File: src/rtl/voice_phase_scheduler_if.sv
// Bus between the sample-rate timer / config master and the voice phase scheduler.
interface voice_phase_scheduler_if #(
  parameter int VOICES = 8,
  parameter int IDXW   = $clog2(VOICES)
);
  logic              sample_tick;
  logic [VOICES-1:0] voice_en;
  logic              cfg_we;
  logic              cfg_sel;
  logic [IDXW-1:0]   cfg_addr;
  logic [15:0]       cfg_data;
  logic              ovr_clr;
  logic              busy;
  logic              phase_valid;
  logic [IDXW-1:0]   voice_idx;
  logic [15:0]       phase_out;
  logic              wrap;
  logic              sweep_done;
  logic              overrun;

  modport master (
    output sample_tick, voice_en, cfg_we, cfg_sel, cfg_addr, cfg_data, ovr_clr,
    input  busy, phase_valid, voice_idx, phase_out, wrap, sweep_done, overrun
  );

  modport slave (
    input  sample_tick, voice_en, cfg_we, cfg_sel, cfg_addr, cfg_data, ovr_clr,
    output busy, phase_valid, voice_idx, phase_out, wrap, sweep_done, overrun
  );
endinterface

File: src/rtl/voice_phase_scheduler.sv
// One shared 16-bit ripple adder swept over all voice phase accumulators per sample tick.

// 8-bit ripple-carry full-adder stage.
module vps_add8 (
  input  logic [7:0] a_i,
  input  logic [7:0] b_i,
  input  logic       c_i,
  output logic [7:0] s_o,
  output logic       c_o
);
  logic [8:0] cy;

  assign cy[0] = c_i;
  for (genvar i = 0; i < 8; i++) begin : g_fa
    assign s_o[i]   = a_i[i] ^ b_i[i] ^ cy[i];
    assign cy[i+1]  = (a_i[i] & b_i[i]) | (cy[i] & (a_i[i] ^ b_i[i]));
  end
  assign c_o = cy[8];
endmodule

module voice_phase_scheduler #(
  parameter int VOICES = 8,
  parameter int IDXW   = $clog2(VOICES)
) (
  input  logic                  clk,
  input  logic                  reset_n,
  voice_phase_scheduler_if.slave bus
);
  localparam logic [0:0]      IDLE = 1'b0;
  localparam logic [0:0]      RUN  = 1'b1;
  localparam logic [IDXW-1:0] LAST = IDXW'(VOICES - 1);
  localparam int              NSTG = 2;

  logic [0:0]      state_q, state_d;
  logic [IDXW-1:0] k_q, k_d;
  logic            ovr_q, ovr_d;
  logic [15:0]     phase_q [VOICES];
  logic [15:0]     inc_q   [VOICES];

  logic            vld_q;
  logic [IDXW-1:0] idx_q;
  logic [15:0]     pout_q;
  logic            wrap_q;
  logic            done_q;

  // shared adder: two chained 8-bit stages, carry-in tied low
  logic [NSTG-1:0][7:0] add_a, add_b, add_s;
  logic [NSTG:0]        add_c;
  logic [15:0]          sum;
  logic                 carry;

  assign add_a    = phase_q[k_q];
  assign add_b    = inc_q[k_q];
  assign add_c[0] = 1'b0;

  for (genvar g = 0; g < NSTG; g++) begin : g_stg
    vps_add8 u_add8 (
      .a_i (add_a[g]),
      .b_i (add_b[g]),
      .c_i (add_c[g]),
      .s_o (add_s[g]),
      .c_o (add_c[g+1])
    );
  end

  assign sum   = add_s;
  assign carry = add_c[NSTG];

  logic run, en, last;
  assign run  = (state_q == RUN);
  assign en   = bus.voice_en[k_q];
  assign last = (k_q == LAST);

  // sweep FSM, slot counter and sticky overrun next-state
  always_comb begin
    state_d = state_q;
    k_d     = k_q;
    // a tick that collides with a sweep beats a same-cycle clear
    ovr_d   = (bus.ovr_clr ? 1'b0 : ovr_q) | (bus.sample_tick & run);
    if (!run) begin
      if (bus.sample_tick) begin
        state_d = RUN;
        k_d     = '0;
      end
    end else if (last) begin
      state_d = IDLE;
      k_d     = '0;
    end else begin
      k_d = k_q + 1'b1;
    end
  end

  // state, register files, write-back and registered result outputs
  always_ff @(posedge clk) begin
    if (!reset_n) begin
      state_q <= IDLE;
      k_q     <= '0;
      ovr_q   <= 1'b0;
      vld_q   <= 1'b0;
      idx_q   <= '0;
      pout_q  <= '0;
      wrap_q  <= 1'b0;
      done_q  <= 1'b0;
      for (int v = 0; v < VOICES; v++) begin
        phase_q[v] <= '0;
        inc_q[v]   <= '0;
      end
    end else begin
      state_q <= state_d;
      k_q     <= k_d;
      ovr_q   <= ovr_d;
      vld_q   <= run;
      done_q  <= run & last;
      wrap_q  <= run & en & carry;
      if (run) begin
        idx_q  <= k_q;
        // disabled voices report their held phase and consume the slot
        pout_q <= en ? sum : phase_q[k_q];
        if (en) phase_q[k_q] <= sum;
      end
      // config write lands after write-back so a same-slot preset wins
      if (bus.cfg_we) begin
        if (bus.cfg_sel) phase_q[bus.cfg_addr] <= bus.cfg_data;
        else             inc_q[bus.cfg_addr]   <= bus.cfg_data;
      end
    end
  end

  assign bus.busy        = run;
  assign bus.phase_valid = vld_q;
  assign bus.voice_idx   = idx_q;
  assign bus.phase_out   = pout_q;
  assign bus.wrap        = wrap_q;
  assign bus.sweep_done  = done_q;
  assign bus.overrun     = ovr_q;
endmodule

File: src/flat_wrapper.sv
// flat-port wrapper written by rule: the top's interface ports become plain ports
module voice_phase_scheduler_flat 
#(
  parameter int VOICES = 8,
  parameter int IDXW   = $clog2(VOICES)
)
  (clk, reset_n, bus_sample_tick, bus_voice_en, bus_cfg_we, bus_cfg_sel, bus_cfg_addr, bus_cfg_data, bus_ovr_clr, bus_busy, bus_phase_valid, bus_voice_idx, bus_phase_out, bus_wrap, bus_sweep_done, bus_overrun);
  voice_phase_scheduler_if #(.VOICES(VOICES), .IDXW(IDXW)) bus_i ();
  input  logic clk;
  input  logic reset_n;
  input wire logic [$bits(bus_i.sample_tick)-1:0] bus_sample_tick;
  input wire logic [$bits(bus_i.voice_en)-1:0] bus_voice_en;
  input wire logic [$bits(bus_i.cfg_we)-1:0] bus_cfg_we;
  input wire logic [$bits(bus_i.cfg_sel)-1:0] bus_cfg_sel;
  input wire logic [$bits(bus_i.cfg_addr)-1:0] bus_cfg_addr;
  input wire logic [$bits(bus_i.cfg_data)-1:0] bus_cfg_data;
  input wire logic [$bits(bus_i.ovr_clr)-1:0] bus_ovr_clr;
  output wire logic [$bits(bus_i.busy)-1:0] bus_busy;
  output wire logic [$bits(bus_i.phase_valid)-1:0] bus_phase_valid;
  output wire logic [$bits(bus_i.voice_idx)-1:0] bus_voice_idx;
  output wire logic [$bits(bus_i.phase_out)-1:0] bus_phase_out;
  output wire logic [$bits(bus_i.wrap)-1:0] bus_wrap;
  output wire logic [$bits(bus_i.sweep_done)-1:0] bus_sweep_done;
  output wire logic [$bits(bus_i.overrun)-1:0] bus_overrun;
  assign bus_i.sample_tick = bus_sample_tick;
  assign bus_i.voice_en = bus_voice_en;
  assign bus_i.cfg_we = bus_cfg_we;
  assign bus_i.cfg_sel = bus_cfg_sel;
  assign bus_i.cfg_addr = bus_cfg_addr;
  assign bus_i.cfg_data = bus_cfg_data;
  assign bus_i.ovr_clr = bus_ovr_clr;
  assign bus_busy = bus_i.busy;
  assign bus_phase_valid = bus_i.phase_valid;
  assign bus_voice_idx = bus_i.voice_idx;
  assign bus_phase_out = bus_i.phase_out;
  assign bus_wrap = bus_i.wrap;
  assign bus_sweep_done = bus_i.sweep_done;
  assign bus_overrun = bus_i.overrun;
  voice_phase_scheduler #(.VOICES(VOICES), .IDXW(IDXW)) u_core (.clk(clk), .reset_n(reset_n), .bus(bus_i));
endmodule
File: config.mk
export PLATFORM = sky130hd
export DESIGN_NAME = voice_phase_scheduler_flat
export DESIGN_NICKNAME = d
export VERILOG_FILES = /design/src/rtl/voice_phase_scheduler_if.sv /design/src/rtl/voice_phase_scheduler.sv /design/src/flat_wrapper.sv
export SDC_FILE = /design/constraint.sdc
export NUM_CORES = 1
export LEC_CHECK = 0
export ABC_AREA = 0
export CORE_ASPECT_RATIO = 1.4
export CORE_MARGIN = 3
export CORE_UTILIZATION = 25
export CTS_CLUSTER_DIAMETER = 100
export DETAILED_ROUTE_END_ITERATION = 16
export PLACE_DENSITY = 0.36
export SYNTH_ARGS = -nofsm -noshare
export SYNTH_HDL_FRONTEND = slang
export SYNTH_HIERARCHICAL = 1
export SYNTH_SLANG_ARGS = --single-unit
File: constraint.sdc
create_clock -name clk -period 24.7 [get_ports clk]
set_input_delay 6.175 -clock clk [delete_from_list [all_inputs] [get_ports clk]]
set_output_delay 6.175 -clock clk [all_outputs]
set_load 0.005 [all_outputs]
==> results.tsv <==
metric	value	unit
status	finished, final reports clean	
grt total ovfl	0	
Port Buffers	56	
drt first pass iters	5	
vias in the first global route	9807	
Chip Width	208.9	um
top cells by count, synth	edfxtp_1 (256), nand2_1 (231), and2_1 (131)	
ant diodes	0	
Detailed Route WL	46320	um
CTS tree	yes	
FF+latch count, synth	286	
relative slew slack	19.28	%
Cell Area, Synth	14410	um2
DR iter-0 viols	632	
Post-Syn Nets	1202	
final core occ	29.77	%
clk_skew	21.93	ps
TritonCTS Sinks	286	
register area share after synthesis	57.52	%
DIE AREA	60590	um2
WP data arrival	8790	ps
Async S/R FF share, synth	0	%
Mapped Avg Cell Area	12.52	um2
CTS Root Cell	clkbuf_16	
Pleak	5.673	nW
Peak Freq	0.1140	GHz
GRT Overall Usage	15.23	%
vias per inst	4.759	
Max Cap Viol	0	
CP Max Fanout	17	
share of cells above drive strength 1	17.61	%
post-route ant nets	0	
Starting Density	25.41	%
largest net degree at the start of global routing	68	
DR DRC count	0	
row cnt	103	
count of final hold-check violations	0	
antenna violations before repair	0	
Final Net Count	1241	
ys flop type	edfxtp_1	
crit path capture type	flop	
Post-Synthesis Cells	1151	
Setup TNS Final	0	ps
Cell Pwr Density	72.91	nW/um2
IO Pins	57	
fin cells	1950	
worst min path class	reg2reg	
Worst Path Class, Setup	in2reg	
CTS Buf Count	35	
CP Data Required Time	24710	ps
dominant cell type by area after synthesis	edfxtp_1	
H-Tree Depth	2	
Startpoint Class	input port	
post-layout min period	8775	ps
Slew Limit Fails	0	
clk_lat worst skew	530	ps
Netlist cell types	52	
RSZ-0062 raised after global routing	false	
Post-CTS Hold Buffers	0	
Post CTS Setup Buffer Count	0	
Worst-path clk slew	60	ps
hold_ws	488.6	ps
leading post-synthesis cells by cell area	edfxtp_1 (53%), mux4_2 (10%), nand2_1 (6.0%), and2_1 (5.7%), dfxtp_1 (4.2%)	
Core ar.	56700	um2
EDFF count, synth	256	
pin slew with the least headroom to its limit	1204	ps
Via Count	9281	
first-pass GRT wire length	69550	um
period utilisation layout	35.53	%
mean routed wirelength per cell	23.75	um
maximum buffer depth of the clock tree	3	
Synth Warn #	6	
RD Place Congestion	0.7533	
Post-DP HPWL	31750	um
Max rail drop VDD	33.77	uV
post-synth top area share	53.36	%
Placed Instances	1888	
Die H	290.0	um
most numerous cell in the Yosys netlist	edfxtp_1	
Overall Power	1.231	mW
Area Overhead vs Synth	17.18	%
setup violators final	0	
post_cts resized	0	
-- layout make-up --
type	count	area [um2]
inverters	25	93.84
clock buffers	48	974.7
flip-flops and latches	286	8297
repair buffers	91	818.3
clock inverters	14	100.1
well taps	735	919.6
fillers	5687	39820
multi-input cells	751	5679
-- power by group --
part / total [mW] / switching, mW / internal, mW / leakage [nW]
clock: 0.497 / 0.210 / 0.287 / 0.528
combinational: 0.168 / 0.109 / 0.0598 / 2.37
sequential: 0.565 / 0.0116 / 0.554 / 2.78
total: 1.23 / 0.330 / 0.901 / 5.67
-- placed cells by master (no fill, tap or decap), types with 3 or more instances in the layout --
cell type	synthesis	routed
edfxtp_1	256	256
nand2_1	231	231
clkdlybuf4s50_1	0	55
o221ai_1	16	16
nor2_1	16	11
nand3b_1	17	17
clkbuf_1	64	8
o31ai_2	9	9
nand3_1	11	11
o2111ai_2	4	4
a21oi_1	4	4
o21ai_0	72	66
clkinv_2	0	4
nand2b_1	8	8
clkbuf_8	0	5
clkbuf_16	0	35
nand4_1	17	17
mux4_2	64	64
o31ai_1	7	7
mux2_2	32	32
nor3_2	2	3
nor3_1	4	3
dfxtp_1	30	27
fa_1	16	16
o21ai_1	46	52
inv_1	23	23
o211ai_1	3	3
nor2b_1	9	9
clkinv_1	1	6
mux2i_1	5	5
and2_1	131	131
buf_4	3	35
nor2_2	0	5
-- metrics by stage --
stage                     instance area (um2)  setup slack, ps
final                                   16880            15920
after global routing                    16880            15470
after CTS                               16880            15840
after detailed placement                15810            15290
after global placement                  15810            15530
after floorplan                         14410            16360
-- sequential cells by signal (all words and copies together), names as in the netlist, named ones only --
register / cells
u_core/phase_q: 128
u_core/inc_q: 128
u_core/bus.sweep_done: 1
u_core/bus.overrun: 1
u_core/bus.phase_out: 16
u_core/k_q: 3
u_core/bus.voice_idx: 3
u_core/bus.busy: 1
u_core/bus.wrap: 1
u_core/bus.phase_valid: 1
-- layer usage --
layer | GRT usage, % | vias to the layer above | part of all wire, %
met5 | 0 | - | 0
met4 | 3.334 | 0 | 1.7
met3 | 1.828 | 56 | 3.4
met2 | 27.15 | 189 | 52
met1 | 19.81 | 4750 | 43
li1 | - | 4286 | -
-- final timing paths --
check / from / end / slack, ps / depth (start not counted)
worst max-delay path: bus_voice_en[6] / u_core/phase_q[1][7] / 15920 / 5
worst min-delay path: u_core/bus.overrun / u_core/bus.overrun / 490 / 2
worst max register to register: flop / u_core/phase_q[4][15] / 16000 / 28
worst min register to register: u_core/bus.overrun / u_core/bus.overrun / 490 / 2
-- critical path: stages --
cell and delay [ps]:
clkdlybuf4s50_1 400, and4b_1 200, a21o_1 370, o2111ai_2 790
nand3_1 830
-- cells by family after synthesis --
kind of cell	after synthesis	share of synthesized area, %
AO/OA/AOI/OAI	172	8.068
adder cells (fa/ha/maj)	18	2.397
buffers and inverters	114	3.222
flip-flops	286	57.52
multiplexers	101	12.85
other	1	0.02603
AND/OR/NAND/NOR	459	15.91
No activity file was read; power rests on OpenSTA's default activity.
